### config.mk
export PLATFORM = sky130hd
export DESIGN_NAME = fifo_controller_flat
export DESIGN_NICKNAME = d
export VERILOG_FILES = /design/src/rtl/fifo_controller_if.sv /design/src/rtl/fifo_controller.sv /design/src/flat_wrapper.sv
export SDC_FILE = /design/constraint.sdc
export NUM_CORES = 1
export LEC_CHECK = 0
export BUFFER_PORTS_ARGS = -buffer_cell sky130_fd_sc_hd__clkbuf_2
export CORE_ASPECT_RATIO = 0.6
export CORE_MARGIN = 2
export CORE_UTILIZATION = 25
export DETAILED_ROUTE_END_ITERATION = 8
export PLACE_DENSITY = 0.49
export SETUP_SLACK_MARGIN = 0.15
export SYNTH_ARGS = -nofsm -noshare
export SYNTH_HDL_FRONTEND = slang
export SYNTH_SLANG_ARGS = --single-unit
### constraint.sdc
create_clock -name clk -period 2.1 [get_ports clk]
set_clock_uncertainty 0.1 [all_clocks]
set_input_delay 0.105 -clock clk [delete_from_list [all_inputs] [get_ports clk]]
set_output_delay 0.105 -clock clk [all_outputs]
set_load 0.05 [all_outputs]
### src/rtl/fifo_controller_if.sv
// fifo_controller_if: groups the request/enable/status signals between the
// producer/consumer logic (master) and the FIFO pointer controller (slave).
//   master drives : wr_req, rd_req, flush, clr_err
//   master sees   : wr_en, wr_addr, rd_en, rd_addr, rd_valid,
//                   full, empty, almost_full, almost_empty, count,
//                   overflow, underflow
// A is the RAM address width; depth is 2^A and count is A+1 bits wide.
interface fifo_controller_if #(
  parameter int A = 4
);
  logic         wr_req;
  logic         rd_req;
  logic         flush;
  logic         clr_err;
  logic         wr_en;
  logic [A-1:0] wr_addr;
  logic         rd_en;
  logic [A-1:0] rd_addr;
  logic         rd_valid;
  logic         full;
  logic         empty;
  logic         almost_full;
  logic         almost_empty;
  logic [A:0]   count;
  logic         overflow;
  logic         underflow;

  modport master (
    output wr_req, rd_req, flush, clr_err,
    input  wr_en, wr_addr, rd_en, rd_addr, rd_valid,
           full, empty, almost_full, almost_empty, count,
           overflow, underflow
  );

  modport slave (
    input  wr_req, rd_req, flush, clr_err,
    output wr_en, wr_addr, rd_en, rd_addr, rd_valid,
           full, empty, almost_full, almost_empty, count,
           overflow, underflow
  );
endinterface

### src/rtl/fifo_controller.sv
// fifo_controller: single-clock FIFO pointer controller for an external
// 2^A-entry dual-port RAM with a synchronous read port.
// Ports:
//   clk  - clock, all state updates on the rising edge
//   rst  - synchronous active-high reset (highest priority)
//   bus  - fifo_controller_if.slave: requests in; RAM enables/addresses,
//          read-data-valid, occupancy, status flags and sticky errors out
// Parameters:
//   A        - address width; pointers are A+1 bits, MSB is the wrap bit
//   AF_LEVEL - almost_full when count >= AF_LEVEL (1..2^A)
//   AE_LEVEL - almost_empty when count <= AE_LEVEL (0..2^A-1)
module fifo_controller #(
  parameter int A        = 4,
  parameter int AF_LEVEL = (2 ** A) - 1,
  parameter int AE_LEVEL = 1
) (
  input logic               clk,
  input logic               rst,
  fifo_controller_if.slave  bus
);

  localparam logic [A:0] AF_L = (A + 1)'(AF_LEVEL);
  localparam logic [A:0] AE_L = (A + 1)'(AE_LEVEL);

  logic [A:0] wptr;
  logic [A:0] rptr;
  logic       rd_valid_q;
  logic       overflow_q;
  logic       underflow_q;

  logic       full_c;
  logic       empty_c;
  logic [A:0] count_c;
  logic       wr_en_c;
  logic       rd_en_c;
  logic       ovf_set;
  logic       udf_set;

  // Flags and count come from registered pointers only, so no request
  // ever reaches them combinationally; the equal-low-bits / different-MSB
  // test distinguishes full from empty.
  // NOTE: every always_comb output gets a value on every path (here all
  // are unconditional) so no latch can be inferred.
  always_comb begin
    empty_c = (wptr == rptr);
    full_c  = (wptr[A] != rptr[A]) && (wptr[A-1:0] == rptr[A-1:0]);
    count_c = wptr - rptr;
    wr_en_c = bus.wr_req & ~full_c  & ~bus.flush & ~rst;
    rd_en_c = bus.rd_req & ~empty_c & ~bus.flush & ~rst;
    ovf_set = bus.wr_req & full_c  & ~bus.flush;
    udf_set = bus.rd_req & empty_c & ~bus.flush;
  end

  // Pointers and read-valid. Flush and reset both collapse the FIFO to
  // empty at zero; rd_en is already masked by flush/rst, so rd_valid
  // naturally drops to 0 after either.
  // NOTE: sequential state uses non-blocking assignments so every register
  // samples pre-edge values, matching the hardware.
  // NOTE: the RAM contents themselves are never reset; zeroing the pointers
  // makes every stale entry unreachable, which is all that is needed.
  always_ff @(posedge clk) begin
    if (rst || bus.flush) begin
      wptr       <= '0;
      rptr       <= '0;
      rd_valid_q <= 1'b0;
    end else begin
      wptr       <= wptr + (A + 1)'(wr_en_c);
      rptr       <= rptr + (A + 1)'(rd_en_c);
      rd_valid_q <= rd_en_c;
    end
  end

  // Sticky errors survive flush; clr_err clears them, but a set condition
  // in the same cycle wins because it is applied last.
  always_ff @(posedge clk) begin
    if (rst) begin
      overflow_q  <= 1'b0;
      underflow_q <= 1'b0;
    end else begin
      if (bus.clr_err) begin
        overflow_q  <= 1'b0;
        underflow_q <= 1'b0;
      end
      if (ovf_set) overflow_q  <= 1'b1;
      if (udf_set) underflow_q <= 1'b1;
    end
  end

  assign bus.wr_en        = wr_en_c;
  assign bus.rd_en        = rd_en_c;
  assign bus.wr_addr      = wptr[A-1:0];
  assign bus.rd_addr      = rptr[A-1:0];
  assign bus.rd_valid     = rd_valid_q;
  assign bus.full         = full_c;
  assign bus.empty        = empty_c;
  assign bus.count        = count_c;
  assign bus.almost_full  = (count_c >= AF_L);
  assign bus.almost_empty = (count_c <= AE_L);
  assign bus.overflow     = overflow_q;
  assign bus.underflow    = underflow_q;

endmodule

### src/flat_wrapper.sv
// flat-port wrapper written by rule: the top's interface ports become plain ports
module fifo_controller_flat 
#(
  parameter int A        = 4,
  parameter int AF_LEVEL = (2 ** A) - 1,
  parameter int AE_LEVEL = 1
)
  (clk, rst, bus_wr_req, bus_rd_req, bus_flush, bus_clr_err, bus_wr_en, bus_wr_addr, bus_rd_en, bus_rd_addr, bus_rd_valid, bus_full, bus_empty, bus_almost_full, bus_almost_empty, bus_count, bus_overflow, bus_underflow);
  fifo_controller_if #(.A(A)) bus_i ();
  input logic clk;
  input logic rst;
  input wire logic [$bits(bus_i.wr_req)-1:0] bus_wr_req;
  input wire logic [$bits(bus_i.rd_req)-1:0] bus_rd_req;
  input wire logic [$bits(bus_i.flush)-1:0] bus_flush;
  input wire logic [$bits(bus_i.clr_err)-1:0] bus_clr_err;
  output wire logic [$bits(bus_i.wr_en)-1:0] bus_wr_en;
  output wire logic [$bits(bus_i.wr_addr)-1:0] bus_wr_addr;
  output wire logic [$bits(bus_i.rd_en)-1:0] bus_rd_en;
  output wire logic [$bits(bus_i.rd_addr)-1:0] bus_rd_addr;
  output wire logic [$bits(bus_i.rd_valid)-1:0] bus_rd_valid;
  output wire logic [$bits(bus_i.full)-1:0] bus_full;
  output wire logic [$bits(bus_i.empty)-1:0] bus_empty;
  output wire logic [$bits(bus_i.almost_full)-1:0] bus_almost_full;
  output wire logic [$bits(bus_i.almost_empty)-1:0] bus_almost_empty;
  output wire logic [$bits(bus_i.count)-1:0] bus_count;
  output wire logic [$bits(bus_i.overflow)-1:0] bus_overflow;
  output wire logic [$bits(bus_i.underflow)-1:0] bus_underflow;
  assign bus_i.wr_req = bus_wr_req;
  assign bus_i.rd_req = bus_rd_req;
  assign bus_i.flush = bus_flush;
  assign bus_i.clr_err = bus_clr_err;
  assign bus_wr_en = bus_i.wr_en;
  assign bus_wr_addr = bus_i.wr_addr;
  assign bus_rd_en = bus_i.rd_en;
  assign bus_rd_addr = bus_i.rd_addr;
  assign bus_rd_valid = bus_i.rd_valid;
  assign bus_full = bus_i.full;
  assign bus_empty = bus_i.empty;
  assign bus_almost_full = bus_i.almost_full;
  assign bus_almost_empty = bus_i.almost_empty;
  assign bus_count = bus_i.count;
  assign bus_overflow = bus_i.overflow;
  assign bus_underflow = bus_i.underflow;
  fifo_controller #(.A(A), .AF_LEVEL(AF_LEVEL), .AE_LEVEL(AE_LEVEL)) u_core (.clk(clk), .rst(rst), .bus(bus_i));
endmodule
==> results.cfg <==
[run_status]
status = finished, violations left
violations = setup timing

[sta]
fmaxAchievable_ghz = 0.454
drv_slew = 0
tightest_slew_ns = 0.418
fin_crit_sh = 1.05
hold_viol_final = 0
setup_viol = 3
relSlewSlack = 0.720
setup_tns_ns = -0.192
rsz0062_at_grt = true
fin_crit_ns = 2.20
worst_slack_ns = -0.103

[die]
die-area_mm2 = 0.00354
die_w_um = 75.5
die_height_um = 46.9
core_mm2 = 0.00289
rows = 15
io-pin-count = 28
start_util = 0.265

[final_layout]
final_common_cell = clkbuf_2
diodes = 0
area_growth_pct = 79.9
postLayoutCellArea_mm2 = 0.00138
final_cell_mix = 19 x clkbuf_2, 16 x buf_4, 8 x nor2_1, 8 x ha_4, 7 x dfxtp_1
nFillCells = 286
nNetsFinal = 140
utilization = 0.477
drive_gt1_frac = 0.661

[critical_path]
reg2reg_depth = 10
cp_cell_sequence = inv_2, ha_4, inv_2, fa_2, a21o_1, a21oi_4, xnor2_4, a41o_2, buf_8
crit_path_start = u_core.wptr[0]$_SDFF_PP0_
cp_data_arrival_time_ns = 2.00
critPathKind = flop to primary output
worstReg2RegEnd = u_core.wptr[4]$_SDFF_PP0_
slowest_stage = fa_2
critical_path.max_stage_delay_ns = 0.34
crit_top_cell = inv_2
crit_end = bus_almost_full
cp-end-kind = primary output
path_max_fanout = 3
reg2reg_setup_slack_ns = 0.14
cp-start-kind = flop
required_ns = 1.89
r2r-start = u_core.rptr[2]$_SDFF_PP0_

[global_route]
gr-total-overflow = 0
grt_max_degree = 8
antenna_found_initial = 0
grt_usage = 0.122
grt_pass1_wl_um = 3040
grt_pass1_vias = 615

[clock_network]
clk_pin_slew_ns = 0.05
clock-root-buffer = clkbuf_8
ctsHtreeMaxLevel = 1
clock_latency_ns = 0.24
numCtsBuffers = 3
clock_path_buffers = 2
clock-sinks = 13
cts_tree = yes

[detailed_routing]
drt-vias-per-instance = 3.96
wl_met2_um = 726
highest_layer = met3
detail_route.wl_per_cell_um = 11.3
wl_met3_um = 114
vias = 658
drt_iter0_drc = 10
drt-pass1-iter-count = 4
wl_met1_um = 1040
ant_nets = 0
wl_um = 1880
drc = 0

[pwr]
ir_drop_mv = 0.190
power_density_mw_per_mm2 = 378
leakage_nw = 0.566

[placed_design]
place_area_mm2 = 0.00115
port_buffers = 27
dp_hpwl_um = 1530
gp_congestion = 0.811

[yosys]
syn_avg_cell_area_um2 = 9.02
synth.ff_latch_count = 13
synth.largest_area_cell = dfxtp_1
syn-num-nets = 100
synth.area.top_cells = dfxtp_1 34%, ha_1 13%, buf_4 7.8%
ys_types = 21
ys_warn_count = 0
ys_seq_area_frac = 0.339
yosysTopAreaCellShare = 0.339
postSynthCellCount = 85
syn_area_um2 = 767

[flow_run]
drv_cap = 0

[worst_hold_path]
hold_path.class = input pin to flop
-- per-stage QoR --
step / worst slack, ns / power [mW] / instances / hold WS, ns
3_5_place_dp: 0.0416 / 0.297 / 153 / 0.214
4_1_cts: -0.158 / 0.529 / 164 / 0.0347
2_1_floorplan: -0.171 / 0.283 / 85 / 0.0741
6_report: -0.103 / 0.522 / 166 / 0.0408
3_3_place_gp: 0.107 / 0.296 / 153 / 0.213
5_1_grt: -0.185 / 0.546 / 166 / 0.0574
-- state kept, by name, summed over array words and instances (netlist names) --
signal                count
u_core.rptr               5
u_core.wptr               5
u_core.bus.overflow       1
u_core.bus.rd_valid       1
u_core.bus.underflow      1
-- layer usage --
layer | vias up | global-route usage
met5 | - | 0
li1 | 351 | -
met4 | 0 | 0.0211
met2 | 15 | 0.151
met3 | 0 | 0.0472
met1 | 292 | 0.193
-- worst min-delay path by stage --
stage | startpoint | end | cells after the start
floorplan | rst | u_core.bus.overflow$_SDFFE_PP0P_ | 1
global placement | rst | u_core.bus.overflow$_SDFFE_PP0P_ | 2
detailed placement | rst | u_core.bus.overflow$_SDFFE_PP0P_ | 2
CTS | bus_clr_err | u_core.bus.underflow$_SDFFE_PP0P_ | 3
global route | bus_rd_req | u_core.bus.underflow$_SDFFE_PP0P_ | 3
finish | bus_clr_err | u_core.bus.underflow$_SDFFE_PP0P_ | 3
-- power by group --
part	switching, mW	internal (mW)
Combinational	0.0313	0.0184
Sequential	0.000929	0.246
Clock	0.0916	0.134
Total	0.124	0.398
-- repair_timing --
action | CTS | global route
gates cloned | 0 | 0
pin swaps | 7 | 6
buffers inserted | 6 | 2
endpoints found under the hold margin | 2 | 0
hold buffers | 1 | 0
gates resized for setup | 16 | 12
setup endpoints to repair | 12 | 11
-- synthesized netlist by cell type --
cell,instances
inv_1,6
nor4_2,1
fa_1,1
nand4_1,1
nand3b_1,3
a21o_1,1
xor2_1,6
a21oi_1,3
dfxtp_1,13
nand2_1,3
a41o_2,1
or2_2,1
and2_1,4
xnor2_1,5
ha_1,8
buf_4,8
nor2_1,12
nand3_1,4
clkbuf_1,1
nand2b_1,2
a21oi_2,1
-- critical path: cells and delay by family (launching register included) --
family          cells  cell delay, ns
compound gates      3            0.63
xor+xnor            1            0.10
fa+ha+maj           2            0.47
buf+inv             3            0.24
flops               1            0.32
-- area by class of cell --
cell class	count	area, um^2	share of cell area
clock buffer	4	45.0	0.0326
tap	42	52.6	0.0381
sequential	13	273	0.198
inverter	6	25.0	0.0181
multi-input combinational	57	652	0.472
timing repair buffer	44	333	0.241
-- cells by family after synthesis --
kind of cell / Yosys count / synth area share
buf+inv: 15 / 0.113
simple gates: 31 / 0.210
fa+ha+maj: 9 / 0.157
compound gates: 6 / 0.0555
xor+xnor: 11 / 0.126
flops: 13 / 0.339
No activity file was read; power rests on OpenSTA's default activity.
